[config.mk]
export PLATFORM = sky130hd
export DESIGN_NAME = audio_decimator
export DESIGN_NICKNAME = d
export VERILOG_FILES = /design/src/rtl/audio_pkg.sv /design/src/rtl/audio_decimator_sat_counter.sv /design/src/rtl/audio_decimator.sv
export SDC_FILE = /design/constraint.sdc
export NUM_CORES = 1
export LEC_CHECK = 0
export CORE_MARGIN = 2
export CORE_UTILIZATION = 45
export CTS_CLUSTER_DIAMETER = 200
export DETAILED_ROUTE_END_ITERATION = 12
export GPL_TIMING_DRIVEN = 0
export PLACE_DENSITY = 0.74
export SLEW_MARGIN = 20
export SYNTH_ARGS = -nofsm -noshare
export SYNTH_HDL_FRONTEND = slang
export SYNTH_HIERARCHICAL = 1
export SYNTH_SLANG_ARGS = --single-unit
[constraint.sdc]
create_clock -name clk -period 2.95 [get_ports clk]
set_input_delay 0.59 -clock clk [delete_from_list [all_inputs] [get_ports clk]]
set_output_delay 0.59 -clock clk [all_outputs]
set_load 0.005 [all_outputs]
[src/rtl/audio_pkg.sv]
// Shared audio/FFT format constants and the block-sum to FFT-sample conversion.
package audio_pkg;

  localparam int AUDIO_W    = 16;
  localparam int FFT_W      = 32;
  localparam int DECIM_LOG2 = 6;
  localparam int FRAC_PAD   = 8;
  localparam int SUM_W      = AUDIO_W + DECIM_LOG2;

  // A block sum is R times the mean, so shifting by FRAC_PAD-DECIM_LOG2 yields mean * 2^FRAC_PAD exactly.
  function automatic logic signed [FFT_W-1:0] fft_format(input logic signed [SUM_W-1:0] sum);
    logic signed [FFT_W-1:0] ext;
    ext = FFT_W'(sum);
    return ext <<< (FRAC_PAD - DECIM_LOG2);
  endfunction

endpackage

[src/rtl/audio_decimator_sat_counter.sv]
// Saturating up-counter; holds at all-ones once reached.
module sat_counter #(
  parameter int WIDTH = 16
) (
  input  logic             clk,
  input  logic             reset,
  input  logic             inc,
  output logic [WIDTH-1:0] count
);

  always_ff @(posedge clk or posedge reset) begin
    if (reset) begin
      count <= '0;
    end else if (inc && (count != {WIDTH{1'b1}})) begin
      count <= count + 1'b1;
    end
  end

endmodule

[src/rtl/audio_decimator.sv]
// Boxcar-averaging decimator: sums 2^LOG2_R codec samples and emits one FFT-format sample per block.
module audio_decimator
  import audio_pkg::*;
#(
  parameter int IN_W     = AUDIO_W,
  parameter int OUT_W    = FFT_W,
  parameter int LOG2_R   = DECIM_LOG2,
  parameter int FRAC_PAD = audio_pkg::FRAC_PAD
) (
  input  logic             clk,
  input  logic             reset,
  input  logic [IN_W-1:0]  x_data,
  input  logic             x_valid,
  output logic             x_ready,
  output logic [OUT_W-1:0] y_data,
  output logic             y_valid,
  input  logic             y_ready,
  output logic [15:0]      overrun_count
);

  localparam int ACC_W = IN_W + LOG2_R;
  localparam int SHIFT = FRAC_PAD - LOG2_R;
  localparam logic [LOG2_R-1:0] IDX_LAST = {LOG2_R{1'b1}};

  logic signed [ACC_W-1:0] acc;
  logic signed [ACC_W-1:0] sum;
  logic signed [ACC_W-1:0] sample_ext;
  logic signed [OUT_W-1:0] sum_ext;
  logic signed [OUT_W-1:0] result;
  logic [LOG2_R-1:0]       idx;
  logic                    block_end;
  logic                    drain;
  logic                    load;
  logic                    overrun;

  assign x_ready = 1'b1;

  // The accumulator is wide enough for R full-scale samples, so the block sum never overflows.
  always_comb begin
    sample_ext = {{LOG2_R{x_data[IN_W-1]}}, x_data};
    sum        = acc + sample_ext;
    sum_ext    = OUT_W'(sum);
    result     = sum_ext <<< SHIFT;
    block_end  = x_valid && (idx == IDX_LAST);
    drain      = y_valid && y_ready;
    load       = block_end && (!y_valid || y_ready);
    overrun    = block_end && y_valid && !y_ready;
  end

  always_ff @(posedge clk or posedge reset) begin
    if (reset) begin
      acc <= '0;
      idx <= '0;
    end else if (x_valid) begin
      if (block_end) begin
        acc <= '0;
        idx <= '0;
      end else begin
        acc <= sum;
        idx <= idx + 1'b1;
      end
    end
  end

  // A load in the same cycle as a drain keeps y_valid high, so back-to-back results never bubble.
  always_ff @(posedge clk or posedge reset) begin
    if (reset) begin
      y_data  <= '0;
      y_valid <= 1'b0;
    end else if (load) begin
      y_data  <= result;
      y_valid <= 1'b1;
    end else if (drain) begin
      y_valid <= 1'b0;
    end
  end

  sat_counter #(
    .WIDTH(16)
  ) u_overrun (
    .clk  (clk),
    .reset(reset),
    .inc  (overrun),
    .count(overrun_count)
  );

endmodule

# Yosys cells after proc, flatten, opt, wreduce, memory -nomap -nowiden
# Cells that the tools add are included.
# totals
inputBits	20
output_inout_bits	50
wordCells	24
ff_bits	67
# classes
eq_ne	2
n_reduce_logical	10
n_mux	4
addsub	3
# ops
operator	count
adder 22 x 16 -> 22 bit	1
2-to-1 mux 22 bit	1
adder 16 x 1 -> 16 bit, second input constant	1
inequality test 16 bit, second input constant	1
adder 6 x 1 -> 6 bit, second input constant	1
== test 6 bit, second input constant	1
logical AND 1 bit	6
2-to-1 mux 6 bit	1
zero test 1 bit	2
2-to-1 mux 1 bit	2
nonzero test 2 bit	1
logical OR 1 bit	1

# Logic depth before layout (Yosys ltp)
# logic_depth
word_depth	5
depth_mapped	11
ltp_nobuf	11

# Modules after synthesis
# Netlist, hierarchy kept.
# modules_own_cells
mod	cells_each	area_per_inst_um2	seq_area_each_um2	n_inst
audio_decimator	309	3007.9	1276.2	1
sat_counter	71	805.8	400.4	1

# Least setup slack after synthesis
# Ideal clock, no wire load.
# synth_path
path_kind	input -> register
startpoint	in x_data[0]
endpoint	reg y_data[22]
setup_time_ns	0.129
required_time_ns	2.821
t_arrival_ns	2.476
path_buffers	0
slack_ns	0.345
stages	11
cell_sequence	ha_1 -> inv_1 -> fa_1 -> nor2b_4 -> o31ai_2 -> o31ai_4 -> o221ai_2 -> nor4_1 -> a211oi_1 -> xor2_1 -> o21ai_1
# synth_via
elab_chain_len	1
# synth_rtl
element	line_no	rtl
start: declaration	audio_decimator.sv:12	input logic [IN_W-1:0] x_data,
adder 22 x 16 -> 22 bit	audio_decimator.sv:41	sum = acc + sample_ext;
end signal: assignment	audio_decimator.sv:71	y_data <= result;
end: declaration	audio_decimator.sv:15	output logic [OUT_W-1:0] y_data,
# Every way passes these cells.
# A chain may end at the register's enable or synchronous reset.

# Worst setup path in the final report
# layout_path
startpoint	in x_data[15]
endpoint	reg y_data[21]
# The elaborated chain is that of the path after synthesis.

==> summary.md <==
| Metric | Value |
|---|---|
| Critical path required time | 3.17 ns |
| IO Port Bufs | 66 |
| Final worst setup slack | 0.194 ns |
| Final Hold Vio Count | 0 |
| Simple logic cell fraction of the synthesized area | 0.162 |
| Dpl cell area | 4630 µm² |
| FF+latch count, synth | 67 |
| Hold Path Class | flip-flop to flip-flop |
| Crit. End Element | flip-flop |
| Critical path arrival | 2.98 ns |
| Via density per instance | 5.37 |
| Clock period minus final worst setup slack | 2.76 ns |
| Mux cell area share after synthesis | 0.0174 |
| DP Worst Slack | -0.460 ns |
| Total gr overflow | 0 |
| Slew headroom | 0.613 |
| Crit Path Class | input pin to flip-flop |
| Cell variety after synth | 51 |
| Final HPWL DP | 6.41 mm |
| Hold WS | 0.480 ns |
| Cells after DPL | 553 |
| Syn avg cell area | 10.0 µm² |
| # DRC | 0 |
| CTS tree | built |
| Die area | 9230 µm² |
| Sink Count | 67 |
| Clock Skew | 0.0111 ns |
| Filler cells | 708 |
| Nets | 506 |
| Critical Path Start Type | input pin |
| Antenna violations before repair | 0 |
| Fmax | 363 MHz |
| Num CTS Buffers | 9 |
| CTS H-tree depth | 3 |
| Synth Area in Adders | 0.0807 |
| Inserted Diodes | 0 |
| Vias | 3,071 |
| Leakage power | 2.16 nW |
| Max-Cap Viols | 0 |
| Seq/Total Area, Yosys | 0.440 |
| Root Driver | clkbuf_8 |
| Yosys warnings | 6 |
| Worst Reg-to-Reg Cells | 11 |
| Initial Util | 0.464 |
| Routed WL | 8.53 mm |
| Vias in the first global route | 2,936 |
| Layout cells sized above 1 | 0.122 |
| Finished Layout Cells | 572 |
| Overall Power | 4.09 mW |
| FP Rows | 33 |
| First-pass GRT wire length | 14.2 mm |
| Final setup viols | 0 |
| Largest net degree at the start of global routing | 34 |
| Design area | 4930 µm² |
| Xor/xnor share of the synthesized area | 0.0758 |
| GPL Wtd Cong | 0.881 |
| Largest family of logic cells by synthesized area | compound AO/OA/AOI/OAI gates |
| Core area | 8220 µm² |
| Top FF cell, synth | dfrtp_1 |
| R2r setup slk | 0.46 ns |
| Crit-path max FO | 7 |
| DIE WIDTH | 96.1 µm |
| Worst-margin pin slew | 0.580 ns |
| Drt first-iter violations | 104 |
| I/O Pins | 70 |
| Area grow syn2layout | 29.3% |
| Clock buffer depth | 2 |
| Status | finished clean |
| Crit share post-route | 0.934 |
| Total GRT Usage | 0.201 |
| Worst-Skew Late Latency | 0.35 ns |
| Post-synth EDFFs | 0 |
| Hold Buf Count CTS | 0 |
| Clock transition at path regs | 0.07 ns |
| Hold path cells | 2 |
| Top post-synthesis cells by area | dfrtp_1 44%, ha_1 7.5%, xnor2_1 4.8%, nand2_1 4.5%, o2bb2ai_1 4.4% |
| Cell area after synthesis | 3810 µm² |
| Compound-cell area share of the yosys netlist | 0.182 |
| RSZ-0062 raised after global routing | false |
| PD cells | 830 nW/µm² |
| Drt first pass iters | 4 |
| VDD IR max | 427 µV |
| Final ANT Viol Nets | 0 |
| Yosys top cell area share | 0.440 |
| Cell taking the most area after synthesis | dfrtp_1 |
| Routed len/inst | 14.9 µm |
| Die Y | 96.1 µm |
| Async SR Flop Fraction | 1.00 |
| Synth Instances | 380 |
| Max Slew Vio Count | 0 |
-- cells by family after synthesis --
group	Yosys count
xor gates and xnor gates	33
muxes	6
buffers and inverters	28
and+or+nand+nor	118
adders and majority gates	24
other	2
AOI/OAI and AO/OA	102
DFF	67
-- power breakdown --
| part | switching (mW) | total, mW | internal [mW] |
|---|---|---|---|
| registers | 0.179 | 1.34 | 1.16 |
| clock network | 0.360 | 0.859 | 0.498 |
| logic | 1.01 | 1.89 | 0.887 |
-- registers in the layout, summed over array words and instances, names as in the netlist --
register,cells
acc,22
idx,6
u_overrun/count,16
y_data,22
y_valid,1
-- final timing paths --
check	startpoint	endpoint
setup / recovery	x_data[15]	y_data[21]
hold / removal	y_data[13]	y_data[13]
setup reg to reg	acc[0]	acc[20]
hold reg to reg	y_data[13]	y_data[13]
max in group asynchronous	reset	y_data[11]
min in group asynchronous	reset	acc[19]
-- final cells by class --
type                       count  area [µm²]  share of cell area
buffer                        21         128              0.0259
timing repair buffer          70         706               0.143
inverter                       7        26.3             0.00533
tap                          105         131              0.0266
sequential                    67        1680               0.340
clock buffer                  10         138              0.0279
multi-input combinational    286        2040               0.413
clock inverter                 6        88.8              0.0180
-- layout by cell type (no fill, tap or decap), drive strengths merged, types with 3 or more instances in the layout --
cell type,netlist,final
dfrtp,67,67
o21ai,35,35
buf,12,16
nand4,13,13
and3,6,6
a21o,8,8
ha,23,23
clkbuf,9,19
o31ai,3,3
clkdlybuf4s50,0,65
xnor2,21,21
nand3,14,14
inv,7,7
nand2b,4,4
xor2,12,12
nor2,18,18
nand2,47,47
conb,2,3
a21oi,18,18
mux2,5,5
o21a,5,5
o2bb2ai,19,19
and4,5,5
nor2b,3,3
-- metal layers --
layer	GRT usage	part of all wire	wire length [µm]
met4	0.0833	0.017	143
met2	0.312	0.48	4080
met1	0.276	0.47	3970
met3	0.0376	0.039	334
met5	0	0	0
-- worst max-delay path, cell delays in order --
cell and delay, ns:
clkdlybuf4s50_1 0.58, ha_1 0.45, a21o_1 0.18, a21oi_1 0.27
nand3_1 0.16, a31o_1 0.23, a21oi_1 0.17, xor2_1 0.24
o21ai_1 0.10
-- through the flow --
stage | util | TNS (ns)
after floorplan | - | 0
after global placement | 0.561 | -2.31
after detailed placement | 0.563 | -2.84
after CTS | 0.593 | 0
after global routing | 0.600 | 0
final | 0.600 | 0
-- timing repair --
action                                  4_1_cts  5_1_grt
setup buffers                                 0        3
gates resized for setup                       3        7
pin swaps                                     1        9
endpoints found under the setup margin        2        3
hold endpoints to repair                      0        0
-- cell usage after synthesis, drive strengths merged (3+ instances only) --
cell / instances
a21o: 8
a21oi: 18
and3: 6
and4: 5
buf: 12
clkbuf: 9
dfrtp: 67
ha: 23
inv: 7
mux2: 5
nand2: 47
nand2b: 4
nand3: 14
nand4: 13
nor2: 18
nor2b: 3
o21a: 5
o21ai: 35
o2bb2ai: 19
o31ai: 3
xnor2: 21
xor2: 12
Power figures use the tool's default switching activity.
